<file path="config.mk">
export PLATFORM = sky130hd
export DESIGN_NAME = axis_median3x3_stream_flat
export DESIGN_NICKNAME = d
export VERILOG_FILES = /design/src/rtl/axis_median3x3_stream_if.sv /design/src/rtl/axis_median3x3_stream.sv /design/src/flat_wrapper.sv
export SDC_FILE = /design/constraint.sdc
export NUM_CORES = 1
export LEC_CHECK = 0
export CAP_MARGIN = 0
export CORE_MARGIN = 2
export CORE_UTILIZATION = 55
export DETAILED_ROUTE_END_ITERATION = 8
export PLACE_DENSITY = 0.7
export SLEW_MARGIN = 20
export SYNTH_ARGS = -nofsm -noshare
export SYNTH_HDL_FRONTEND = slang
export SYNTH_SLANG_ARGS = --single-unit
</file>
<file path="constraint.sdc">
create_clock -name clk -period 48.3 [get_ports clk]
set_input_delay 9.66 -clock clk [delete_from_list [all_inputs] [get_ports clk]]
set_output_delay 9.66 -clock clk [all_outputs]
set_load 0.02 [all_outputs]
</file>
<file path="src/rtl/axis_median3x3_stream_if.sv">
// AXI-Stream pixel channel shared by the median filter input and output.
// The master drives data/valid/last; the slave drives ready.
interface axis_median3x3_stream_if #(
    parameter int W = 8
) ();
    logic [W-1:0] tdata;
    logic         tvalid;
    logic         tready;
    logic         tlast;

    modport master (
        output tdata,
        output tvalid,
        output tlast,
        input  tready
    );

    modport slave (
        input  tdata,
        input  tvalid,
        input  tlast,
        output tready
    );
endinterface

</file>
<file path="src/rtl/axis_median3x3_stream.sv">
// axis_median3x3_stream: streaming 3x3 median filter, two line buffers + window.
// Define SP_DETECT_EN to filter only salt/pepper (0 or max) interior pixels.
module axis_median3x3_stream #(
    parameter int R_I = 7,
    parameter int C_I = 7,
    parameter int W_I = 8
) (
    input  logic                    clk,
    input  logic                    rstn,
    axis_median3x3_stream_if.slave  s_axis,
    axis_median3x3_stream_if.master m_axis,
    output logic                    busy,
    output logic                    frame_err
);
    localparam int NPIX  = R_I * C_I;
    localparam int NSTEP = NPIX + C_I + 1;
    localparam int NW    = $clog2(NSTEP);
    localparam int RW    = $clog2(R_I);
    localparam int CW    = $clog2(C_I);

    localparam logic [NW-1:0]  FILL_END  = NW'(C_I);
    localparam logic [NW-1:0]  RUN_END   = NW'(NPIX - 1);
    localparam logic [NW-1:0]  FLUSH_END = NW'(NSTEP - 1);
    localparam logic [RW-1:0]  ROW_LAST  = RW'(R_I - 1);
    localparam logic [CW-1:0]  COL_LAST  = CW'(C_I - 1);
    localparam logic [W_I-1:0] PIX_MAX   = '1;

    // Compare-exchange pairs of a 19-element median-of-9 network
    localparam int SA [19] = '{1, 4, 7, 0, 3, 6, 1, 4, 7, 0,
                               5, 4, 3, 1, 2, 4, 4, 6, 4};
    localparam int SB [19] = '{2, 5, 8, 1, 4, 7, 2, 5, 8, 3,
                               8, 7, 6, 4, 5, 7, 2, 4, 2};

    typedef enum logic [1:0] {
        FILL,
        RUN,
        FLUSH
    } state_t;

    state_t                    state_q, state_d;
    logic [NW-1:0]             n_q, n_d;
    logic [CW-1:0]             ptr_q, ptr_d;
    logic [RW-1:0]             row_q, row_d;
    logic [CW-1:0]             col_q, col_d;
    logic [2:0][1:0][W_I-1:0]  win_q, win_d;
    logic [W_I-1:0]            tdata_q, tdata_d;
    logic                      tlast_q, tlast_d;
    logic                      tvalid_q, tvalid_d;
    logic                      err_q, err_d;

    logic [W_I-1:0]            lb1_q [C_I];
    logic [W_I-1:0]            lb2_q [C_I];

    logic                      out_free;
    logic                      step;
    logic                      emit;
    logic                      take;
    logic [W_I-1:0]            pin;
    logic [2:0][W_I-1:0]       col_new;
    logic [8:0][W_I-1:0]       win9;
    logic [W_I-1:0]            centre;
    logic [W_I-1:0]            med;
    logic                      border;
    logic                      use_med;
    logic [W_I-1:0]            pout;

    function automatic logic [W_I-1:0] med9(input logic [8:0][W_I-1:0] v_in);
        logic [8:0][W_I-1:0] v;
        logic [W_I-1:0]      t;
        v = v_in;
        for (int i = 0; i < 19; i++) begin
            if (v[SA[i]] > v[SB[i]]) begin
                t        = v[SA[i]];
                v[SA[i]] = v[SB[i]];
                v[SB[i]] = t;
            end
        end
        return v[4];
    endfunction

    always_comb begin
        out_free = !tvalid_q || m_axis.tready;
        step     = out_free && (state_q == FLUSH || s_axis.tvalid);
        emit     = step && (state_q != FILL);
        take     = step && (state_q != FLUSH);
        pin      = (state_q == FLUSH) ? '0 : s_axis.tdata;
    end

    // New column: rows n-2C, n-C, n; window registers hold columns n-1, n-2
    always_comb begin
        col_new = {pin, lb1_q[ptr_q], lb2_q[ptr_q]};
        win9    = {win_q[0][1], win_q[0][0], col_new[0],
                   win_q[1][1], win_q[1][0], col_new[1],
                   win_q[2][1], win_q[2][0], col_new[2]};
        centre  = win_q[1][0];
        med     = med9(win9);
        border  = (row_q == '0) || (row_q == ROW_LAST) ||
                  (col_q == '0) || (col_q == COL_LAST);
`ifdef SP_DETECT_EN
        use_med = !border && (centre == '0 || centre == PIX_MAX);
`else
        use_med = !border;
`endif
        pout    = use_med ? med : centre;
    end

    always_comb begin
        state_d  = state_q;
        n_d      = n_q;
        ptr_d    = ptr_q;
        row_d    = row_q;
        col_d    = col_q;
        win_d    = win_q;
        tdata_d  = tdata_q;
        tlast_d  = tlast_q;
        tvalid_d = tvalid_q;
        err_d    = err_q;

        if (step) begin
            n_d   = n_q + 1'b1;
            ptr_d = (ptr_q == COL_LAST) ? '0 : ptr_q + 1'b1;
            for (int r = 0; r < 3; r++) begin
                win_d[r][1] = win_q[r][0];
                win_d[r][0] = col_new[r];
            end
            unique case (state_q)
                FILL:    if (n_q == FILL_END) state_d = RUN;
                RUN:     if (n_q == RUN_END) state_d = FLUSH;
                FLUSH: begin
                    if (n_q == FLUSH_END) begin
                        state_d = FILL;
                        n_d     = '0;
                    end
                end
                default: state_d = FILL;
            endcase
        end

        if (emit) begin
            tdata_d = pout;
            tlast_d = (row_q == ROW_LAST) && (col_q == COL_LAST);
            if (col_q == COL_LAST) begin
                col_d = '0;
                row_d = (row_q == ROW_LAST) ? '0 : row_q + 1'b1;
            end else begin
                col_d = col_q + 1'b1;
            end
        end

        if (out_free) tvalid_d = emit;

        if (take && (s_axis.tlast != (n_q == RUN_END))) err_d = 1'b1;
    end

    always_ff @(posedge clk or negedge rstn) begin
        if (!rstn) begin
            state_q  <= FILL;
            n_q      <= '0;
            ptr_q    <= '0;
            row_q    <= '0;
            col_q    <= '0;
            win_q    <= '0;
            tdata_q  <= '0;
            tlast_q  <= 1'b0;
            tvalid_q <= 1'b0;
            err_q    <= 1'b0;
        end else begin
            state_q  <= state_d;
            n_q      <= n_d;
            ptr_q    <= ptr_d;
            row_q    <= row_d;
            col_q    <= col_d;
            win_q    <= win_d;
            tdata_q  <= tdata_d;
            tlast_q  <= tlast_d;
            tvalid_q <= tvalid_d;
            err_q    <= err_d;
        end
    end

    // Line buffers are C_I-step delay lines; contents need no reset
    always_ff @(posedge clk) begin
        if (step) begin
            lb1_q[ptr_q] <= pin;
            lb2_q[ptr_q] <= lb1_q[ptr_q];
        end
    end

    assign s_axis.tready = rstn && out_free && (state_q != FLUSH);
    assign m_axis.tdata  = tdata_q;
    assign m_axis.tvalid = tvalid_q;
    assign m_axis.tlast  = tlast_q;
    assign busy          = (state_q == RUN) || (state_q == FLUSH);
    assign frame_err     = err_q;

endmodule

</file>
<file path="src/flat_wrapper.sv">
// flat-port wrapper written by rule: the top's interface ports become plain ports
module axis_median3x3_stream_flat 
#(
    parameter int R_I = 7,
    parameter int C_I = 7,
    parameter int W_I = 8
)
  (clk, rstn, busy, frame_err, s_axis_tdata, s_axis_tvalid, s_axis_tlast, s_axis_tready, m_axis_tdata, m_axis_tvalid, m_axis_tlast, m_axis_tready);
  axis_median3x3_stream_if #(.W(8)) s_axis_i ();
  axis_median3x3_stream_if #(.W(8)) m_axis_i ();
  input  logic clk;
  input  logic rstn;
  output logic busy;
  output logic frame_err;
  input wire logic [$bits(s_axis_i.tdata)-1:0] s_axis_tdata;
  input wire logic [$bits(s_axis_i.tvalid)-1:0] s_axis_tvalid;
  input wire logic [$bits(s_axis_i.tlast)-1:0] s_axis_tlast;
  output wire logic [$bits(s_axis_i.tready)-1:0] s_axis_tready;
  output wire logic [$bits(m_axis_i.tdata)-1:0] m_axis_tdata;
  output wire logic [$bits(m_axis_i.tvalid)-1:0] m_axis_tvalid;
  output wire logic [$bits(m_axis_i.tlast)-1:0] m_axis_tlast;
  input wire logic [$bits(m_axis_i.tready)-1:0] m_axis_tready;
  assign s_axis_i.tdata = s_axis_tdata;
  assign s_axis_i.tvalid = s_axis_tvalid;
  assign s_axis_i.tlast = s_axis_tlast;
  assign s_axis_tready = s_axis_i.tready;
  assign m_axis_tdata = m_axis_i.tdata;
  assign m_axis_tvalid = m_axis_i.tvalid;
  assign m_axis_tlast = m_axis_i.tlast;
  assign m_axis_i.tready = m_axis_tready;
  axis_median3x3_stream #(.R_I(R_I), .C_I(C_I), .W_I(W_I)) u_core (.clk(clk), .rstn(rstn), .s_axis(s_axis_i), .m_axis(m_axis_i), .busy(busy), .frame_err(frame_err));
endmodule
</file>
==> metrics.md <==
| Metric | Value |
|---|---|
| Status | `finished clean` |
| Mapped Cells | `1553` |
| Drt drc | `0` |
| IO Pins | `26` |
| Average size of a mapped cell | `9.11 µm²` |
| Yosys cell types | `75` |
| Vias per cell | `6.10` |
| Drt initial violations | `910` |
| Critical path startpoint category | `input port` |
| Total vias in the final route | `11612` |
| Layout area overhead | `9.35%` |
| Die height | `164 µm` |
| DRT antenna net count | `0` |
| Slew HR | `29.0%` |
| Hold buffer count at cts | `0` |
| First-pass GRT wire length | `58.3 mm` |
| Final-stage net count | `1727` |
| Root buffer cell | `clkbuf_16` |
| CTS sink cnt | `188` |
| Most common flop cell mapped by yosys | `edfxtp_1` |
| Rows | `58` |
| Final core occ | `61.3%` |
| Worst Setup End Kind | `flop` |
| Critical Path AT | `24.60 ns` |
| Tmin final | `24.22 ns` |
| FMAX | `41.3 MHz` |
| Share of cells above drive strength 1 | `8.38%` |
| Final Hold Vio Count | `0` |
| WP data required | `48.68 ns` |
| Delay of the slowest cell on the worst path | `0.85 ns` |
| Pin count of the biggest net entering global routing | `71` |
| Starting Density | `56.0%` |
| CP Max Fanout | `32` |
| Most frequent CP cell | `a21oi_1` |
| EDFF count, synth | `112` |
| Vias in the first global route | `10780` |
| Worst Path Class, Setup | `input port to flop` |
| Clock transition at path regs | `0.08 ns` |
| Post-cts resize count | `0` |
| Max H-tree Level | `4` |
| Final Max Slew Viols | `0` |
| Final setup TNS | `0 ns` |
| Cell Area, Synth | `14200 µm²` |
| Ant. Diodes | `0` |
| Async S/R FF share, synth | `40.4%` |
| Hold Path Class | `flop to flop` |
| Maximum capacitance violations | `0` |
| Area of the core | `25300 µm²` |
| Synth warnings | `0` |
| Synth Net Count | `1718` |
| Routability congestion estimate | `0.951` |
| Placed Cells | `1873` |
| Skew final | `0.0192 ns` |
| Max Root-Sink Buffers | `2` |
| Detailed placement HPWL | `27.3 mm` |
| Post-Route WL | `36.9 mm` |
| CTS tree | `yes` |
| Final setup violation count | `0` |
| Post-CTS Setup Bufs | `0` |
| Post-Layout Cell Count | `1905` |
| Number of port buffers | `25` |
| Clk_lat worst skew | `0.45 ns` |
| Flop2flop setup slack | `30.13 ns` |
| #FFs+latches synth | `188` |
| Pre-CTS setup slack | `24.04 ns` |
| Fillers | `2158` |
| Slowest CP cell | `o31ai_4` |
| Overflow after GRT | `0` |
| Cts bufs inserted | `17` |
| Sequential cell area | `5270 µm²` |
| Final worst setup slack | `24.08 ns` |
| Seq/Total Area, Yosys | `37.2%` |
| DIE AREA | `27000 µm²` |
| Unrepaired setup endpoints after global routing | `no` |
| Slew @ Worst Pin | `1.06 ns` |
| Tot GR Track Use | `28.2%` |
| Final period util | `50.1%` |
| Area of the multi-input gates | `8320 µm²` |
| Drt wl/cell | `19.3 µm` |
| TritonRoute pass-1 iters | `5` |
| Antenna violations before repair | `0` |
| Die W | `164 µm` |
==> stage by stage <==
step                hold WS [ns]  cell area [µm²]
global placement           0.439            14800
global route               0.491            15500
floorplan                  0.474            14200
CTS                        0.463            15500
detailed placement         0.444            14800
finish                     0.457            15500
==> logic make-up after synthesis <==
logic type | count (synthesis) | share of synthesized area, %
AND/OR/NAND/NOR | 467 | 14.9
AO/OA/AOI/OAI | 437 | 19.0
flip-flops | 188 | 37.2
buffers and inverters | 169 | 4.60
adder cells (fa/ha/maj) | 154 | 13.6
multiplexers | 131 | 10.2
XOR/XNOR | 7 | 0.433
==> flip-flops by register name, indices dropped and copies added, names as in the netlist <==
register / cells
u_core.m_axis.tdata: 8
u_core.n_q: 6
u_core.frame_err: 1
u_core.m_axis.tlast: 1
u_core.ptr_q: 3
u_core.lb1_q: 56
u_core.centre: 8
u_core.m_axis.tvalid: 1
u_core.lb2_q: 56
u_core.state_q: 2
u_core.col_q: 3
u_core.win9: 40
u_core.row_q: 3
==> per-layer routing <==
layer	global-route usage [%]	wire (µm)	vias to the layer above
met5	0	0	-
met4	8.74	907	0
met3	4.75	2330	57
met2	43.6	16700	336
met1	40.7	17000	5553
li1	-	-	5666
==> cells in the mapped netlist, types with 12 or more instances <==
cell type  number  share of area, %
nand2_1       174               4.6
ha_1          152                13
a21oi_1       146               5.2
nor2_1        134               3.6
o21ai_0       131               4.6
edfxtp_1      112                24
inv_1         107               2.8
mux2i_1        96               6.8
dfrtp_1        76                13
clkbuf_1       45               1.2
nand3_1        35               1.2
a21o_1         28               1.5
mux2_2         27               2.1
nor2b_1        27               1.2
o21a_1         26               1.4
nand4_1        23               1.0
nand2b_1       17              0.75
nor3_1         17              0.60
and3_1         12              0.53
==> worst paths after layout <==
path	endpoint	start	cells after the start
max reg2reg	u_core.m_axis.tdata[2]$_DFFE_PN0P_	u_core.ptr_q[1]$_DFFE_PN0P_	77
max in group asynchronous	u_core.win9[64]$_DFFE_PN0P_	rstn	2
max	u_core.m_axis.tdata[2]$_DFFE_PN0P_	s_axis_tdata[5]	68
min	u_core.frame_err$_DFFE_PN0P_	u_core.frame_err$_DFFE_PN0P_	1
min reg2reg	u_core.frame_err$_DFFE_PN0P_	u_core.frame_err$_DFFE_PN0P_	1
min in group asynchronous	u_core.ptr_q[0]$_DFFE_PN0P_	rstn	1
==> layout make-up <==
type | count | share of cell area, %
clock buffer | 17 | 2.75
clock inverter | 15 | 1.29
inverter | 107 | 2.60
multi-input combinational | 1196 | 53.8
sequential | 188 | 34.0
tap | 330 | 2.67
timing repair buffer | 52 | 2.91
==> critical path: cells and delay by family <==
kind / cells / cell delay [ns]
AND/OR/NAND/NOR: 25 / 4.71
multiplexers: 1 / 0.30
AO/OA/AOI/OAI: 32 / 6.68
buffers and inverters: 3 / 0.99
adder cells (fa/ha/maj): 7 / 2.25
==> cells in the final DEF (no fill, tap or decap), types with 12 or more instances in the layout <==
master,count
buf_4,28
inv_1,107
mux2i_1,96
nor2_1,133
ha_1,152
a21oi_1,145
nand4_1,23
mux2_2,27
edfxtp_1,112
nand2_1,174
dfrtp_1,75
nand2b_1,17
clkbuf_16,17
and3_1,12
nand3_1,35
clkdlybuf4s50_1,24
o21a_1,26
nor3_1,12
o21ai_0,128
nor2b_1,27
a21o_1,28
Power is not shown: default switching activity piles up to over one toggle a cycle in this logic, so the estimate is an artifact.
